===== src/rtl/memory_pkg.sv =====
// rtl/memory_pkg.sv - shared types and timing defaults for the SRAM responder
package memory_pkg;

  // Responder sequencing states
  typedef enum logic [2:0] {
    IDLE,
    RD,
    WR_SETUP,
    WR_PULSE,
    WR_HOLD,
    DONE
  } state_t;

  // Default SRAM strobe stretch, in extra clock cycles
  localparam int READ_WAIT_DEF  = 1;
  localparam int WRITE_WAIT_DEF = 0;

  // Bus data width and the matching byte-enable width
  localparam int DATA_WIDTH_DEF = 32;
  localparam int SEL_WIDTH      = DATA_WIDTH_DEF / 8;

endpackage


===== src/rtl/wb_sram_responder_if.sv =====
// rtl/wb_sram_responder_if.sv - Wishbone classic bus bundle between CPU master and SRAM responder
interface wb_sram_responder_if #(
  parameter int DATA_WIDTH = 32,
  parameter int ADDR_WIDTH = 32
) ();

  logic                    wb_cyc_i;
  logic                    wb_stb_i;
  logic                    wb_we_i;
  logic [ADDR_WIDTH-1:0]   wb_adr_i;
  logic [DATA_WIDTH-1:0]   wb_dat_i;
  logic [DATA_WIDTH/8-1:0] wb_sel_i;
  logic                    wb_ack_o;
  logic [DATA_WIDTH-1:0]   wb_dat_o;

  modport master (
    output wb_cyc_i, wb_stb_i, wb_we_i, wb_adr_i, wb_dat_i, wb_sel_i,
    input  wb_ack_o, wb_dat_o
  );

  modport slave (
    input  wb_cyc_i, wb_stb_i, wb_we_i, wb_adr_i, wb_dat_i, wb_sel_i,
    output wb_ack_o, wb_dat_o
  );

endinterface


===== src/rtl/wb_sram_responder.sv =====
// rtl/wb_sram_responder.sv - Wishbone classic responder driving an asynchronous 32-bit SRAM
module wb_sram_responder
  import memory_pkg::*;
#(
  parameter int DATA_WIDTH      = DATA_WIDTH_DEF,
  parameter int ADDR_WIDTH      = 32,
  parameter int SRAM_ADDR_WIDTH = 20,
  parameter int READ_WAIT       = READ_WAIT_DEF,
  parameter int WRITE_WAIT      = WRITE_WAIT_DEF
) (
  input  logic                       clk_i,
  input  logic                       rst_i,
  wb_sram_responder_if.slave         wb,
  output logic [SRAM_ADDR_WIDTH-1:0] sram_addr_o,
  input  logic [DATA_WIDTH-1:0]      sram_data_i,
  output logic [DATA_WIDTH-1:0]      sram_data_o,
  output logic                       sram_data_oe,
  output logic                       sram_ce_n,
  output logic                       sram_oe_n,
  output logic                       sram_we_n,
  output logic [SEL_WIDTH-1:0]       sram_be_n
);

  localparam logic [2:0] RD_CNT = 3'(READ_WAIT);
  localparam logic [2:0] WR_CNT = 3'(WRITE_WAIT);

  state_t                state;
  logic [2:0]            wait_cnt;
  logic                  abort_q;
  logic                  ack_q;
  logic [DATA_WIDTH-1:0] dat_q;
  logic                  req;

  // Byte-offset bits and bits above the SRAM window alias and are dropped
  logic unused_adr;
  assign unused_adr = ^{wb.wb_adr_i[ADDR_WIDTH-1:SRAM_ADDR_WIDTH+2], wb.wb_adr_i[1:0]};

  assign req         = wb.wb_cyc_i & wb.wb_stb_i & ~ack_q;
  assign wb.wb_ack_o = ack_q;
  assign wb.wb_dat_o = dat_q;

  // Sequencer: every SRAM pin and the ack are registered so strobes are glitch-free
  always_ff @(posedge clk_i or negedge rst_i) begin
    if (!rst_i) begin
      state        <= IDLE;
      wait_cnt     <= 3'd0;
      abort_q      <= 1'b0;
      ack_q        <= 1'b0;
      dat_q        <= '0;
      sram_addr_o  <= '0;
      sram_data_o  <= '0;
      sram_data_oe <= 1'b0;
      sram_ce_n    <= 1'b1;
      sram_oe_n    <= 1'b1;
      sram_we_n    <= 1'b1;
      sram_be_n    <= '1;
    end else begin
      ack_q <= 1'b0;
      case (state)
        IDLE: begin
          if (req) begin
            sram_addr_o <= wb.wb_adr_i[SRAM_ADDR_WIDTH+1:2];
            sram_data_o <= wb.wb_dat_i;
            abort_q     <= 1'b0;
            if (!wb.wb_we_i) begin
              state     <= RD;
              wait_cnt  <= RD_CNT;
              sram_ce_n <= 1'b0;
              sram_oe_n <= 1'b0;
              sram_be_n <= ~wb.wb_sel_i;
            end else if (wb.wb_sel_i != '0) begin
              state        <= WR_SETUP;
              sram_ce_n    <= 1'b0;
              sram_data_oe <= 1'b1;
              sram_be_n    <= ~wb.wb_sel_i;
            end else begin
              // Write with no lanes enabled: acknowledge without touching the SRAM
              state <= DONE;
              ack_q <= 1'b1;
            end
          end
        end
        RD: begin
          if (!wb.wb_cyc_i) begin
            // Master gave up: release the chip, keep the previous read data
            state     <= IDLE;
            sram_ce_n <= 1'b1;
            sram_oe_n <= 1'b1;
            sram_be_n <= '1;
          end else if (wait_cnt == 3'd0) begin
            state     <= DONE;
            dat_q     <= sram_data_i;
            ack_q     <= 1'b1;
            sram_ce_n <= 1'b1;
            sram_oe_n <= 1'b1;
            sram_be_n <= '1;
          end else begin
            wait_cnt <= wait_cnt - 3'd1;
          end
        end
        WR_SETUP: begin
          state     <= WR_PULSE;
          wait_cnt  <= WR_CNT;
          sram_we_n <= 1'b0;
          if (!wb.wb_cyc_i) abort_q <= 1'b1;
        end
        WR_PULSE: begin
          // The we_n pulse always runs to full width, even when aborted
          if (wait_cnt == 3'd0) begin
            state     <= WR_HOLD;
            sram_we_n <= 1'b1;
          end else begin
            wait_cnt <= wait_cnt - 3'd1;
          end
          if (!wb.wb_cyc_i) abort_q <= 1'b1;
        end
        WR_HOLD: begin
          state        <= DONE;
          ack_q        <= ~(abort_q | ~wb.wb_cyc_i);
          sram_ce_n    <= 1'b1;
          sram_data_oe <= 1'b0;
          sram_be_n    <= '1;
        end
        DONE: begin
          state   <= IDLE;
          abort_q <= 1'b0;
        end
        default: begin
          state        <= IDLE;
          sram_ce_n    <= 1'b1;
          sram_oe_n    <= 1'b1;
          sram_we_n    <= 1'b1;
          sram_data_oe <= 1'b0;
          sram_be_n    <= '1;
        end
      endcase
    end
  end

endmodule


===== src/flat_wrapper.sv =====
// flat-port wrapper written by rule: the top's interface ports become plain ports
module wb_sram_responder_flat import memory_pkg::*;
#(
  parameter int DATA_WIDTH      = DATA_WIDTH_DEF,
  parameter int ADDR_WIDTH      = 32,
  parameter int SRAM_ADDR_WIDTH = 20,
  parameter int READ_WAIT       = READ_WAIT_DEF,
  parameter int WRITE_WAIT      = WRITE_WAIT_DEF
)
  (clk_i, rst_i, sram_addr_o, sram_data_i, sram_data_o, sram_data_oe, sram_ce_n, sram_oe_n, sram_we_n, sram_be_n, wb_wb_cyc_i, wb_wb_stb_i, wb_wb_we_i, wb_wb_adr_i, wb_wb_dat_i, wb_wb_sel_i, wb_wb_ack_o, wb_wb_dat_o);
  wb_sram_responder_if #(.DATA_WIDTH(DATA_WIDTH), .ADDR_WIDTH(ADDR_WIDTH)) wb_i ();
  input  logic clk_i;
  input  logic rst_i;
  output logic [SRAM_ADDR_WIDTH-1:0] sram_addr_o;
  input  logic [DATA_WIDTH-1:0] sram_data_i;
  output logic [DATA_WIDTH-1:0] sram_data_o;
  output logic sram_data_oe;
  output logic sram_ce_n;
  output logic sram_oe_n;
  output logic sram_we_n;
  output logic [SEL_WIDTH-1:0] sram_be_n;
  input wire logic [$bits(wb_i.wb_cyc_i)-1:0] wb_wb_cyc_i;
  input wire logic [$bits(wb_i.wb_stb_i)-1:0] wb_wb_stb_i;
  input wire logic [$bits(wb_i.wb_we_i)-1:0] wb_wb_we_i;
  input wire logic [$bits(wb_i.wb_adr_i)-1:0] wb_wb_adr_i;
  input wire logic [$bits(wb_i.wb_dat_i)-1:0] wb_wb_dat_i;
  input wire logic [$bits(wb_i.wb_sel_i)-1:0] wb_wb_sel_i;
  output wire logic [$bits(wb_i.wb_ack_o)-1:0] wb_wb_ack_o;
  output wire logic [$bits(wb_i.wb_dat_o)-1:0] wb_wb_dat_o;
  assign wb_i.wb_cyc_i = wb_wb_cyc_i;
  assign wb_i.wb_stb_i = wb_wb_stb_i;
  assign wb_i.wb_we_i = wb_wb_we_i;
  assign wb_i.wb_adr_i = wb_wb_adr_i;
  assign wb_i.wb_dat_i = wb_wb_dat_i;
  assign wb_i.wb_sel_i = wb_wb_sel_i;
  assign wb_wb_ack_o = wb_i.wb_ack_o;
  assign wb_wb_dat_o = wb_i.wb_dat_o;
  wb_sram_responder #(.DATA_WIDTH(DATA_WIDTH), .ADDR_WIDTH(ADDR_WIDTH), .SRAM_ADDR_WIDTH(SRAM_ADDR_WIDTH), .READ_WAIT(READ_WAIT), .WRITE_WAIT(WRITE_WAIT)) u_core (.clk_i(clk_i), .rst_i(rst_i), .wb(wb_i), .sram_addr_o(sram_addr_o), .sram_data_i(sram_data_i), .sram_data_o(sram_data_o), .sram_data_oe(sram_data_oe), .sram_ce_n(sram_ce_n), .sram_oe_n(sram_oe_n), .sram_we_n(sram_we_n), .sram_be_n(sram_be_n));
endmodule

===== config.mk =====
export PLATFORM = sky130hd
export DESIGN_NAME = wb_sram_responder_flat
export DESIGN_NICKNAME = d
export VERILOG_FILES = /design/src/rtl/memory_pkg.sv /design/src/rtl/wb_sram_responder_if.sv /design/src/rtl/wb_sram_responder.sv /design/src/flat_wrapper.sv
export SDC_FILE = /design/constraint.sdc
export NUM_CORES = 1
export LEC_CHECK = 0
export BUFFER_PORTS_ARGS = -buffer_cell sky130_fd_sc_hd__buf_2
export CAP_MARGIN = 10
export CORE_UTILIZATION = 45
export CTS_CLUSTER_DIAMETER = 200
export DETAILED_ROUTE_END_ITERATION = 16
export PLACE_DENSITY = 0.86
export REMOVE_ABC_BUFFERS = 1
export SYNTH_ARGS = -nofsm -noshare
export SYNTH_HDL_FRONTEND = slang
export SYNTH_SLANG_ARGS = --single-unit

===== constraint.sdc =====
create_clock -name clk_i -period 2.5 [get_ports clk_i]
set_input_delay 0.375 -clock clk_i [delete_from_list [all_inputs] [get_ports clk_i]]
set_output_delay 0.375 -clock clk_i [all_outputs]
set_load 0.005 [all_outputs]

-- Word-level counts from Yosys, hierarchy flattened
Index checks and enable logic that the tools add are counted.
- $add $sub $neg: 1
- multipliers: 0
- div/mod/pow operators: 0
- order comparisons: 0
- equal/unequal tests: 14
- shift operators: 0
- muxes and demuxes: 41
- bitwise gates (word level): 11
- reduce and logical (&&, ||, !) cells: 19
- operators by type and width (operator ; count):
    two-way mux 3 bit ; 10
    two-way mux 4 bit ; 5
    two-way mux 1 bit ; 17
    AND reduction 4 bit ; 4
    case mux 1 bit (3 select lines) ; 5
    case mux 3 bit (5 select lines) ; 1
    case mux 3 bit (4 select lines) ; 1
    case mux 4 bit (3 select lines) ; 1
    OR reduction 4 bit ; 3
    AND reduction 3 bit ; 3
    inequality test 2 bit, second input constant ; 4
    nonzero test 4 bit ; 2
    NOT 1 bit ; 7
    == test 3 x 2 -> 1 bit, second input constant ; 2
    == test 3 bit, second input constant ; 2
    logical NOT 3 bit ; 2
    inequality test 2 x 1 -> 1 bit, second input constant ; 3
    inequality test 3 x 2 -> 1 bit, second input constant ; 2
    NOT 4 bit ; 1
    AND reduction 2 bit ; 2
    == test 3 x 1 -> 1 bit, second input constant ; 1
    nonzero test 3 bit ; 1
    OR reduction 3 bit ; 1
    subtractor 3 x 1 -> 3 bit, second input constant ; 1
    other kinds (4) ; 5
- flip-flop bits (word level): 100
- bits in latches: 0
- memory bits (writable): 0
- memory bits (read-only): 0
- bits of input ports: 105
- output and inout port bits: 93
- logic and storage cells: 98
- memories: 0

-- Logic depth before layout (Yosys ltp)
- depth after elaboration: 5
- gate-level depth with buffers: 6
- gate-level depth less buffers: 6

-- Least setup slack after synthesis
No wires, ideal clock.
- path type: register to register
- from: reg u_core.ack_q (netlist: u_core.wb.wb_ack_o)
- to: reg u_core.sram_addr_o[18]
- setup time: 0.125 ns
- data arrival time: 1.566 ns
- required time: 2.375 ns
- setup slack: 0.810 ns
- stages on the path, launching flop included: 6
- buffers on the path: 2
- clock period less this slack: 1.690 ns
- cell sequence: dfrtp_1 nand3b_2 nor4_2 buf_4 buf_4 mux2_2
- cells in the longest elaborated chain, start to end: 3
- RTL lines (what ; line ; source):
    start: declaration ; wb_sram_responder.sv:30 ; logic ack_q;
    start signal: assignment ; wb_sram_responder.sv:119 ; ack_q <= ~(abort_q | ~wb.wb_cyc_i);
    NOT 1 bit ; wb_sram_responder.sv:38 ; assign req = wb.wb_cyc_i & wb.wb_stb_i & ~ack_q;
    AND 1 bit ; wb_sram_responder.sv:38 ;
    AND reduction 2 bit (no source line) ; - ;
    end signal: assignment ; wb_sram_responder.sv:62 ; sram_addr_o <= wb.wb_adr_i[SRAM_ADDR_WIDTH+1:2];
    end: declaration ; wb_sram_responder.sv:14 ; output logic [SRAM_ADDR_WIDTH-1:0] sram_addr_o,
No other way between the ends.
A chain may end at the register's enable or synchronous reset.

-- Final worst setup path
- from: reg u_core.wait_cnt[0]
- to: reg u_core.dat_q[20] (netlist: u_core.wb.wb_dat_o[20])
- cells in the longest elaborated chain, start to end: 2
- RTL lines (what ; line ; source):
    start: declaration ; wb_sram_responder.sv:28 ; logic [2:0] wait_cnt;
    start signal: assignment ; wb_sram_responder.sv:98 ; wait_cnt <= wait_cnt - 3'd1;
    start signal: assignment ; wb_sram_responder.sv:113 ; wait_cnt <= wait_cnt - 3'd1;
    logical NOT 3 bit ; wb_sram_responder.sv:90 ; end else if (wait_cnt == 3'd0) begin
    AND reduction 3 bit (no source line) ; - ;
    end signal: assignment ; wb_sram_responder.sv:92 ; dat_q <= sram_data_i;
    end: declaration ; wb_sram_responder.sv:31 ; logic [DATA_WIDTH-1:0] dat_q;
No other way between the ends.

==> impl_results.md <==
* Unique cell type count in the Yosys netlist at 42
* Skew-Pair Late Insertion Delay at 0.36 ns
* Seq. cell area at 2511 um2
* Worst Max-Slew Pin Slew at 0.5964 ns
* Die Span X at 96.81 um
* Hold Path Cell Cnt at 2
* Reg clk slew, reported paths at 0.09 ns
* Layout cells sized above 1 at 63.14%
* Register bit total from synthesis at 100
* I/O pin count at 198
* Ys async rst share at 100.0%
* Synth Area in Compound Gates at 6.372%
* Number of vias per cell at 5.134
* Mux share of post-synthesis cell area at 23.88%
* Reg-to-Reg Start: u_core.wait_cnt[0]
* YS warnings at 0
* Unrepaired setup endpoints after global routing: false
* FF-to-FF End: u_core.wb.wb_dat_o[20]
* Core ar. at 8721 um2
* Setup total negative slack at 0 ns
* Sink Count at 100
* Vias in the first global route at 3,259
* DRC viols at 0
* Fmax at 536.8 MHz
* Total track usage at 20.09%
* XOR/XNOR Fraction of Synth Area at 0%
* Multi-input logic area at 1419 um2
* Total of fill cells in the finished design at 705
* Fin Clk Skew at 0.01612 ns
* Post-Route WL at 8939 um
* Antenna-violating nets left at 0
* First-pass GRT wire length at 15,250 um
* Antenna violations before repair at 0
* Placed wire-length estimate at 6670 um
* Synth Area in Simple Gates at 3.990%
* CTS tree: built
* GR Overflow Total at 0
* Hold endpoint: u_core.sram_be_n[2]
* Largest area contributor in the netlist: dfrtp_1
* Worst R2R Setup Slack at 0.64 ns
* Buffers on Ports at 185
* Min Hold Slack at 0.1658 ns
* Initial Util at 46.38%
* First-pass detailed-route iteration total at 5
* Post-layout min period at 1.863 ns
* Worst endpoint required time at 2.73 ns
* CP Max Fanout at 31
* Sequential share of the synthesized area at 62.08%
* HP Start: wb_wb_sel_i[2]
* Status: finished, final reports clean
* Initial DRC Count at 70
* Top-count cell post-synth: dfrtp_1
* Max cap viols at 0
* Synth top area cells: dfrtp_1, mux2_2, dfstp_2
* Clock Tree Root: clkbuf_8
* Num CTS Buffers at 9
* Layout Nets at 574
* Post-synth EDFFs at 0
* Top post-synthesis cells by count: dfrtp_1, mux2_2, inv_1
* Endpoint class of the critical path: flop
* Max H-tree Level at 3
* Cell Area, Synth at 4045 um2
* Crit path kind: reg -> reg
* Slew HR at 60.24%
* Syn Area/Cell at 14.60 um2
* Ys flop type: dfrtp_1
* Startpoint types: flop
* Die area at 9372 um2
* Final slew viol count at 0
* Die height at 96.81 um
* Hold Vio Cnt, Final at 0
* Power Dens Cells at 1190 nW/um2
* Row count at 34
* Crit path DAT at 2.10 ns
* Leak Pwr at 2.604 nW
* Crit share post-route at 74.52%
* Hold Path Class: in -> reg
* Synth Area in Adders at 0.6186%
* Vias at 2,978
* Largest family of logic cells by synthesized area: multiplexers
* Yosys top cell area share at 57.53%
* Final count of negative-setup-slack endpoints at 0
* Worst vdd ir at 0.0006017 V
* GPL Wtd Cong at 0.8147
* Setup Fix Bufs, Post-CTS at 0
* Area Overhead vs Synth at 31.52%
* Pin count of the biggest net entering global routing at 58
* Placed Cells at 563
* Antenna diodes at 0
* Routed WL per cell at 15.41 um
* Non-filler cells, final at 580
* Mapped Cells at 277
* FF-to-FF path depth at 6
* CTS Buffer Depth at 2
==> repair_timing <==
item,in CTS,in global routing
endpoints found under the hold margin,26,0
hold buffers,1,0
gates resized for setup,0,0
==> layout by cell type (no fill, tap or decap), drive strengths merged, types with 4 or more instances in the layout <==
cell / instances
buf: 191
dfrtp: 93
mux2: 84
inv: 12
clkbuf: 11
o21ai: 9
dfstp: 7
nand2: 6
a21oi: 6
nor2: 5
a32oi: 4
==> state kept, by name, indices dropped and copies added, names as in the netlist <==
signal	count
u_core.sram_we_n	1
u_core.sram_addr_o	20
u_core.abort_q	1
u_core.sram_data_o	32
u_core.sram_data_oe	1
u_core.state	3
u_core.sram_oe_n	1
u_core.sram_ce_n	1
u_core.wait_cnt	3
u_core.sram_be_n	4
u_core.wb.wb_dat_o	32
u_core.wb.wb_ack_o	1
==> power breakdown <==
group          leakage, nW  total (mW)  switching, mW  internal, mW
clock network       0.0862        1.02          0.551         0.468
logic                 1.32        2.46           1.07          1.40
registers             1.19        2.85          0.417          2.44
==> area by class of cell <==
class,count,area share [%]
flip-flops and latches,100,47.20
repair buffers,192,19.19
clock inverters,5,1.152
inverters,11,0.7761
clock buffers,11,2.469
well taps,108,2.540
multi-input cells,153,26.67
==> cells by family (layout without fill, tap and decap cells) <==
group	after synthesis	after routing
and+or+nand+nor	27	27
DFF	100	100
AOI/OAI and AO/OA	38	38
buffers and inverters	24	219
adders and majority gates	2	2
muxes	86	86
==> critical path: stages (launching register included) <==
cell and delay, ns:
dfrtp_1 0.40, inv_1 0.12, ha_1 0.20, nand2b_1 0.14, nor3_4 0.29, buf_12 0.23, mux2_2 0.36
==> worst max path at each step <==
stage	start	to	depth (start not counted)
finish	u_core.wait_cnt[0]	u_core.wb.wb_dat_o[20]	6
CTS	u_core.wait_cnt[0]	u_core.wb.wb_dat_o[20]	6
detailed placement	u_core.wait_cnt[0]	u_core.wb.wb_dat_o[20]	6
global route	u_core.state[2]	u_core.state[1]	4
global placement	u_core.wait_cnt[0]	u_core.wb.wb_dat_o[31]	6
floorplan	u_core.wb.wb_ack_o	u_core.sram_addr_o[0]	3
==> per-stage QoR <==
| stage | cell area, um2 | util (%) | power, mW | setup slack [ns] |
|---|---|---|---|---|
| 6_report | 5320 | 61.00 | 6.332 | 0.6369 |
| 5_1_grt | 5320 | 61.00 | 6.780 | 0.5102 |
| 4_1_cts | 5320 | 61.00 | 6.399 | 0.6463 |
| 3_5_place_dp | 5117 | 58.68 | 5.377 | 0.6563 |
| 3_3_place_gp | 5117 | 58.68 | 5.200 | 0.7037 |
| 2_1_floorplan | 3963 | - | 4.160 | -1.775 |
==> metal layers <==
layer / vias to the layer above / part of all wire (%) / wire [um] / track usage (%)
met2: 126 / 53 / 4693 / 34.99
met3: 18 / 7.0 / 622 / 5.275
met1: 1461 / 38 / 3417 / 23.54
met4: 0 / 2.3 / 206 / 8.037
met5: - / 0 / 0 / 0
li1: 1373 / - / - / -
Power figures use the tool's default switching activity.
